<file path="config.mk">
export PLATFORM = sky130hd
export DESIGN_NAME = serializador
export DESIGN_NICKNAME = d
export VERILOG_FILES = /design/src/rtl/serializador_pkg.sv /design/src/rtl/serializador_bit_timer.sv /design/src/rtl/serializador.sv
export SDC_FILE = /design/constraint.sdc
export NUM_CORES = 1
export LEC_CHECK = 0
export ABC_AREA = 0
export BUFFER_PORTS_ARGS = -buffer_cell sky130_fd_sc_hd__buf_2
export CORE_MARGIN = 2
export CORE_UTILIZATION = 40
export CTS_CLUSTER_SIZE = 12
export DETAILED_ROUTE_END_ITERATION = 6
export PLACE_DENSITY = 0.64
export SLEW_MARGIN = 5
export SYNTH_ARGS = -nofsm -noshare
export SYNTH_HDL_FRONTEND = slang
export SYNTH_SLANG_ARGS = --single-unit
</file>
<file path="constraint.sdc">
create_clock -name clk_10KHz -period 2.2 [get_ports clk_10KHz]
set_input_delay 0.11 -clock clk_10KHz [delete_from_list [all_inputs] [get_ports clk_10KHz]]
set_output_delay 0.11 -clock clk_10KHz [all_outputs]
set_load 0.05 [all_outputs]
</file>
<file path="src/rtl/serializador_pkg.sv">
`default_nettype none
// ============================================================================
//  Module   : serializador_pkg
//  Purpose  : Shared types, constants and helpers for the fila drain serializer.
//  Revision : 1.0  initial release
// ============================================================================
package serializador_pkg;

    typedef enum logic [2:0] {
        IDLE   = 3'd0,
        START  = 3'd1,
        DATA   = 3'd2,
        PARITY = 3'd3,
        STOP   = 3'd4
    } state_t;

    localparam int DATA_BITS = 8;

    // Even parity makes the total count of ones (data + parity) even.
    function automatic logic calc_parity(input logic [DATA_BITS-1:0] data, input logic odd);
        return (^data) ^ odd;
    endfunction

endpackage
`default_nettype wire

</file>
<file path="src/rtl/serializador_bit_timer.sv">
`default_nettype none
// ============================================================================
//  Module   : serializador_bit_timer
//  Purpose  : Free-running 0..BIT_CYCLES-1 counter; bit_tick_o marks the last
//             cycle of each serial bit.
//  Revision : 1.0  initial release
// ============================================================================
module serializador_bit_timer #(
    parameter int BIT_CYCLES = 1
) (
    input  logic clk_10KHz,
    input  logic reset,
    input  logic clear_i,
    output logic bit_tick_o
);

    localparam int                 c_CNT_W = (BIT_CYCLES > 1) ? $clog2(BIT_CYCLES) : 1;
    localparam logic [c_CNT_W-1:0] c_LAST  = c_CNT_W'(BIT_CYCLES - 1);

    logic [c_CNT_W-1:0] count_q;
    logic [c_CNT_W-1:0] count_d;

    always_comb begin
        count_d = count_q + 1'b1;
        if (clear_i || (count_q == c_LAST)) begin
            count_d = '0;
        end
    end

    always_ff @(posedge clk_10KHz or posedge reset) begin
        if (reset) begin
            count_q <= '0;
        end else begin
            count_q <= count_d;
        end
    end

    assign bit_tick_o = (count_q == c_LAST);

endmodule
`default_nettype wire

</file>
<file path="src/rtl/serializador.sv">
`default_nettype none
// ============================================================================
//  Module   : serializador
//  Purpose  : Pops bytes from the fila head and sends them as framed serial
//             data: start bit, LSB-first data, optional parity, stop bit(s).
//  Revision : 1.0  initial release
// ============================================================================
module serializador
    import serializador_pkg::*;
#(
    parameter int DATA_WIDTH = DATA_BITS,
    parameter int BIT_CYCLES = 1,
    parameter int PARITY_EN  = 0,
    parameter int PARITY_ODD = 0,
    parameter int STOP_BITS  = 1
) (
    input  logic                  clk_10KHz,
    input  logic                  reset,
    input  logic                  enable_in,
    input  logic [7:0]            len_in,
    input  logic [DATA_WIDTH-1:0] data_in,
    output logic                  dequeue_out,
    output logic                  serial_out,
    output logic                  busy_out,
    output logic                  frame_done_out,
    output logic [7:0]            sent_count_out
);

    localparam int                   c_IDX_W      = $clog2(DATA_WIDTH);
    localparam logic [c_IDX_W-1:0]   c_LAST_IDX   = c_IDX_W'(DATA_WIDTH - 1);
    localparam int                   c_STOP_TOTAL = STOP_BITS * BIT_CYCLES;
    localparam int                   c_STOP_W     = $clog2(c_STOP_TOTAL + 1);
    localparam logic [c_STOP_W-1:0]  c_STOP_LOAD  = c_STOP_W'(c_STOP_TOTAL - 1);
    localparam logic [c_STOP_W-1:0]  c_STOP_ONE   = c_STOP_W'(1);

    state_t                state_q;
    logic [DATA_WIDTH-1:0] shreg_q;
    logic                  parity_q;
    logic [c_IDX_W-1:0]    bit_idx_q;
    logic [c_STOP_W-1:0]   stop_left_q;

    logic w_bit_tick;
    logic w_timer_clear;
    logic w_to_stop;

    // Timer is held at zero while idle so the start bit gets a full bit period.
    assign w_timer_clear = (state_q == IDLE);

    assign w_to_stop = w_bit_tick &&
                       (((state_q == DATA) && (bit_idx_q == c_LAST_IDX) && (PARITY_EN == 0)) ||
                        (state_q == PARITY));

    serializador_bit_timer #(
        .BIT_CYCLES (BIT_CYCLES)
    ) u_bit_timer (
        .clk_10KHz  (clk_10KHz),
        .reset      (reset),
        .clear_i    (w_timer_clear),
        .bit_tick_o (w_bit_tick)
    );

    always_ff @(posedge clk_10KHz or posedge reset) begin
        if (reset) begin
            state_q        <= IDLE;
            shreg_q        <= '0;
            parity_q       <= 1'b0;
            bit_idx_q      <= '0;
            stop_left_q    <= '0;
            serial_out     <= 1'b1;
            dequeue_out    <= 1'b0;
            busy_out       <= 1'b0;
            frame_done_out <= 1'b0;
            sent_count_out <= 8'd0;
        end else begin
            dequeue_out    <= 1'b0;
            frame_done_out <= 1'b0;

            case (state_q)
                IDLE: begin
                    serial_out <= 1'b1;
                    busy_out   <= 1'b0;
                    if (enable_in && (len_in != 8'd0)) begin
                        shreg_q     <= data_in;
                        parity_q    <= calc_parity(data_in, PARITY_ODD != 0);
                        dequeue_out <= 1'b1;
                        serial_out  <= 1'b0;
                        busy_out    <= 1'b1;
                        state_q     <= START;
                    end
                end

                START: begin
                    if (w_bit_tick) begin
                        serial_out <= shreg_q[0];
                        shreg_q    <= shreg_q >> 1;
                        bit_idx_q  <= '0;
                        state_q    <= DATA;
                    end
                end

                DATA: begin
                    if (w_bit_tick) begin
                        if (bit_idx_q == c_LAST_IDX) begin
                            if (PARITY_EN != 0) begin
                                serial_out <= parity_q;
                                state_q    <= PARITY;
                            end
                        end else begin
                            serial_out <= shreg_q[0];
                            shreg_q    <= shreg_q >> 1;
                            bit_idx_q  <= bit_idx_q + 1'b1;
                        end
                    end
                end

                PARITY: begin
                    serial_out <= parity_q;
                end

                STOP: begin
                    serial_out <= 1'b1;
                    if (stop_left_q == '0) begin
                        busy_out <= 1'b0;
                        state_q  <= IDLE;
                    end else begin
                        stop_left_q <= stop_left_q - 1'b1;
                        if (stop_left_q == c_STOP_ONE) begin
                            frame_done_out <= 1'b1;
                            sent_count_out <= sent_count_out + 8'd1;
                        end
                    end
                end

                default: begin
                    state_q <= IDLE;
                end
            endcase

            // stop_left_q counts cycles remaining after the current stop cycle,
            // so the done pulse lands on the final one.
            if (w_to_stop) begin
                serial_out  <= 1'b1;
                stop_left_q <= c_STOP_LOAD;
                state_q     <= STOP;
                if (c_STOP_TOTAL == 1) begin
                    frame_done_out <= 1'b1;
                    sent_count_out <= sent_count_out + 8'd1;
                end
            end
        end
    end

endmodule
`default_nettype wire

</file>
==> impl_metrics.tcl, run 1 <==
set metrics [dict create \
    clock-root-buffer "clkbuf_8" \
    synth.top_cell.area_share 0.451 \
    cts_buffers 3 \
    drt_iter0_markers 8 \
    syn_inst 120 \
    place_congestion 0.760 \
    die-area_mm2 0.00425 \
    grt_pass1_vias 1054 \
    hold_violations 0 \
    synthesis.nets 142 \
    drive_gt1_frac 0.447 \
    antenna_found_initial 0 \
    viasPerCell 4.88 \
    yosysWarnings 0 \
    die_h_um 65.2 \
    finClkSkew_ps 3.24 \
    worstPathRequired_ps 2370 \
    tightest_slew_ps 521 \
    peakVddDrop_uv 819 \
    finalCritPeriodShare 0.877 \
    syn_avg_cell_area_um2 12.5 \
    cts_resized 0 \
    cts_sinks 28 \
    fill_cells 353 \
    initial_core_util 0.413 \
    fmax_mhz 518 \
    grtUsageTotal 0.144 \
    grt.overflow.total 0 \
    max_slew_margin 0.651 \
    yosysSeqAreaShare 0.468 \
    mostFrequentLayoutCell "buf_2" \
    ff2ff_setup_slack_ps 270 \
    p_total_mw 2.55 \
    r2r_start "bit_idx_q[1]" \
    drcViolationCount 0 \
    p_per_area_mw_per_mm2 1470 \
    clk_latency_ps 270 \
    finalWirelength_mm 2.71 \
    vias 976 \
    status "finished, final reports clean" \
    ff2ff_path_depth 5 \
    cpPeakStageDelay_ps 460 \
    cts_setup_buffers 0 \
    most-common-layout-cells "buf_2 (30), dfrtp_1 (27), mux2_2 (10), xnor2_1 (10), mux2_4 (8)" \
    r2r_end "sent_count_out[1]" \
    path_delay_family "simple AND/OR/NAND/NOR gates" \
    ys_ff_latch 28 \
    core_mm2 0.00363 \
    path_buf_inv 0 \
    die_w_um 65.2 \
    setup_viol 0 \
    clock_path_buffers 2 \
    syn_to_final_growth_pct 15.9 \
    hold_path.class "primary input to flip-flop" \
    finalNetCount 175 \
    cts_tree "done" \
    ys_top_cells_by_area "dfrtp_1 (45%), mux2_4 (8.0%), mux2_2 (7.5%)" \
    synthesis.area_mm2 0.00150 \
    cp_slowest_cell "nor3_2" \
    synth-edff-count 0 \
    end_kind "flip-flop" \
    io_buffers 30 \
    cap_violations 0 \
    finalSetupTns_ps 0 \
    grt_pass1_wl_mm 4.72 \
    num_rows 22 \
    cp_common_cell "ha_1" \
    synth_ff_type "dfrtp_1" \
    synth_cell_type_count 40 \
    boundaryPins 31 \
    power_leakage_nw 0.851 \
    worst-setup-path-type "flip-flop to flip-flop" \
    hold_buffers 1 \
    critPathMaxFanout 8 \
    cp.arrival_ps 2100 \
    diodes 0 \
    ys_async_sr_fraction 1.00 \
    start_kind "flip-flop" \
    cp_cell_sequence "ha_1, ha_1, o21ai_0, nor3_2, mux2_2" \
    cts_max_level 1 \
    dpl.hpwl_mm 2.00 \
    slew_violations 0 \
    min-delay-start "data_in[7]" \
    cts.clk_slew.worst_paths_ps 100 \
    avgRoutedWirePerCell_um 13.5 \
    finalCriticalPeriod_ps 1930 \
    drtPass1Iterations 6 \
    grt_start_max_net_pins 29 \
    rsz0062_at_grt "no" \
    ant_nets 0 \
    yosysTopAreaCell "dfrtp_1" \
    holdPathEnd "shreg_q[7]" \
    hold_depth 3 \
]
[Yosys cell counts, types with 2 or more instances]
library cell / number
nand3_1: 2
o21ai_0: 2
xnor2_1: 10
mux2_4: 8
xor2_1: 4
a22o_1: 2
ha_1: 3
nor2_1: 7
nor3_1: 2
a21oi_1: 4
dfrtp_1: 27
mux2_2: 10
nor4_2: 2
buf_6: 5
nand4_1: 2
nand2_1: 6
[how the worst max path moves through the flow]
stage | from | endpoint | cells after the start
after global placement | state_q[0] | shreg_q[6] | 5
final | bit_idx_q[1] | sent_count_out[1] | 5
after CTS | bit_idx_q[1] | sent_count_out[1] | 5
after detailed placement | bit_idx_q[1] | sent_count_out[1] | 5
after global routing | bit_idx_q[1] | sent_count_out[3] | 6
after floorplan | bit_idx_q[0] | sent_count_out[1] | 5
[per-layer routing]
layer / up-vias / global-route usage / routed length (um)
met2: 23 / 0.241 / 1320
met3: 4 / 0.0274 / 135
met1: 475 / 0.176 / 1210
li1: 474 / - / -
met5: - / 0 / 0
met4: 0 / 0.0755 / 48
[sequential cells by signal, indices dropped and copies added (netlist names)]
register / flops
u_bit_timer.count_q: 1
bit_idx_q: 3
dequeue_out: 1
sent_count_out: 8
state_q: 3
shreg_q: 8
frame_done_out: 1
parity_q: 1
serial_out: 1
busy_out: 1
[area by class of cell]
| cell class | instances | area (um2) | share of cell area |
|---|---|---|---|
| Clock buffer | 4 | 55.1 | 0.0317 |
| Sequential cell | 28 | 702 | 0.404 |
| Multi-Input combinational cell | 84 | 729 | 0.420 |
| Timing Repair Buffer | 34 | 183 | 0.105 |
| Tap cell | 48 | 60.1 | 0.0346 |
| Inverter | 2 | 7.51 | 0.00432 |
[through the flow]
step	std cells	instance area [um2]	setup WS, ps	utilization	hold WS [ps]
finish	200	1740	270	0.478	220
global route	200	1740	92.4	0.478	227
CTS	200	1740	266	0.478	218
detailed placement	195	1670	286	0.460	194
global placement	195	1670	348	0.460	190
floorplan	120	1500	528	-	175
[tightest hold or removal path: stages]
cell and delay [ps]:
buf_2 90, and2b_2 130, mux2_4 130
[where the power goes]
part / switching, mW / internal [mW] / total (mW)
Sequential: 0.164 / 0.715 / 0.879
Combinational: 0.656 / 0.698 / 1.35
Clock: 0.161 / 0.160 / 0.321
Total: 0.980 / 1.57 / 2.55
[logic make-up (layout without fill, tap and decap cells)]
family / count (synthesis) / in the layout / share of synthesized area
mux: 18 / 18 / 0.155
simple gates: 32 / 32 / 0.138
xor+xnor: 15 / 15 / 0.0927
compound gates: 15 / 15 / 0.0735
other cells: 1 / 1 / 0.00250
fa+ha+maj: 3 / 3 / 0.0250
buf+inv: 8 / 40 / 0.0451
flops: 28 / 28 / 0.468
Power figures use the tool's default switching activity.
==> inputs of run 2 (changes only) <==
PLACE_DENSITY = 0.66   (was 0.64)
==> run 2 against run 1 <==
Worst hold slack worse by 2.8 ps. Largest power group unchanged. Sequential share of layout area fell by 0.37 points. Setup slack got worse by 81 ps.
==> impl_metrics.tcl, run 2 (synthesis results as in run 1) <==
set metrics [dict create \
    worstPathRequired_ps 2360 \
    max_slew_margin 0.622 \
    drcViolationCount 0 \
    drtPass1Iterations 4 \
    setup_viol 0 \
    p_seq_frac 0.335 \
    drive_gt1_frac 0.447 \
    finalWirelength_mm 2.55 \
    reg_top3 "sent_count_out x8, shreg_q x8" \
    clock_power_share 0.153 \
    syn_to_final_growth_pct 16.9 \
    die_h_um 65.2 \
    cts.clk_slew.worst_paths_ps 100 \
    hold_path.class "primary input to flip-flop" \
    rsz0062_at_grt "no" \
    grt_pass1_wl_mm 4.44 \
    vias 983 \
    antenna_found_initial 0 \
    p_total_mw 2.62 \
    clock_path_buffers 2 \
    cts_buffers 3 \
    clk_latency_ps 270 \
    power_leakage_nw 0.857 \
    hold_violations 0 \
    viasPerCell 4.92 \
    ant_nets 0 \
    fmax_mhz 497 \
    worst-setup-path-type "flip-flop to flip-flop" \
    p_per_area_mw_per_mm2 1500 \
    finClkSkew_ps 6.61 \
    clock-root-buffer "clkbuf_8" \
    grt.overflow.total 0 \
    core_mm2 0.00363 \
    avgRoutedWirePerCell_um 12.7 \
    boundaryPins 31 \
    cts_resized 0 \
    num_rows 22 \
    critPathMaxFanout 8 \
    start_kind "flip-flop" \
    drt_iter0_markers 23 \
    diodes 0 \
    tightest_slew_ps 564 \
    slew_violations 0 \
    die_w_um 65.2 \
    cts_max_level 1 \
    finalNetCount 175 \
    finalCritPeriodShare 0.914 \
    place_congestion 0.830 \
    grt_pass1_vias 990 \
    mostFrequentLayoutCell "buf_2" \
    combPwrFrac 0.512 \
    most-common-layout-cells "buf_2 (30), dfrtp_1 (27), mux2_2 (10), xnor2_1 (10), mux2_4 (8)" \
    peakVddDrop_uv 707 \
    swShare 0.368 \
    grt_start_max_net_pins 29 \
    status "finished, final reports clean" \
    dpl.hpwl_mm 1.88 \
    finalCriticalPeriod_ps 2010 \
    cp.arrival_ps 2170 \
    cap_violations 0 \
    power.internal_mw 1.66 \
    finalSetupTns_ps 0 \
    cts_tree "done" \
    fin_util 0.482 \
    initial_core_util 0.413 \
    cts_sinks 28 \
    grtUsageTotal 0.135 \
    end_kind "flip-flop" \
    p_sw_uw 964 \
    die-area_mm2 0.00425 \
    io_buffers 30 \
]
==> run 2: cell count changes in the layout (fill, tap and decap cells not counted), sizes merged <==
cell	previous run	this run
clkbuf	4	3
bufinv	0	1
==> run 2: worst paths after layout <==
| path | start | to | slack, ps | cells after the start |
|---|---|---|---|---|
| worst max-delay path | bit_idx_q[0] | shreg_q[5] | 190 | 5 |
| min in group asynchronous | reset | frame_done_out | 420 | 4 |
| worst min-delay path | enable_in | dequeue_out | 220 | 5 |
| max in group asynchronous | reset | serial_out | 1470 | 4 |
| worst min register to register | busy_out | busy_out | 480 | 1 |
| worst max register to register | bit_idx_q[0] | shreg_q[5] | 190 | 5 |
==> run 2: layout make-up <==
cell class | count | area, um2
timing repair buffer | 34 | 183
inverter | 2 | 7.51
tap | 48 | 60.1
clock buffer | 3 | 41.3
fill | 338 | 1880
clock inverter | 1 | 30.0
multi-input combinational | 84 | 729
sequential | 28 | 702
==> run 2: routing by layer <==
| metal | global-route usage | routed length (um) | share of wire |
|---|---|---|---|
| met5 | 0 | 0 | 0 |
| met4 | 0.0703 | 61 | 0.024 |
| met2 | 0.218 | 1200 | 0.47 |
| met1 | 0.178 | 1160 | 0.46 |
| met3 | 0.0154 | 124 | 0.049 |
==> run 2: timing repair <==
item                      in CTS  in global routing
hold endpoints to repair      27                  0
buffers inserted               0                  0
hold buffers                   1                  0
==> run 2: power by group through the flow <==
stage	Clock [mW]	Combinational (mW)	Sequential, mW
global placement	0	1.31	0.881
detailed placement	0	1.35	0.884
CTS	0.411	1.36	0.877
floorplan	0	1.05	1.03
finish	0.400	1.34	0.878
global route	0.433	1.45	0.911
==> run 2: critical path, stage by stage (launching register included) <==
cell and delay (ps):
dfrtp_1 400, ha_1 210, ha_1 240, a22oi_1 210
o22a_1 490, mux2_4 350
==> run 2: per-stage QoR <==
stage	hold slack [ps]	instance area, um2	cells	setup WS, ps
floorplan	175	1500	120	528
global placement	185	1670	195	285
detailed placement	189	1670	195	213
CTS	214	1750	200	177
global route	227	1750	200	45.2
finish	217	1750	200	189
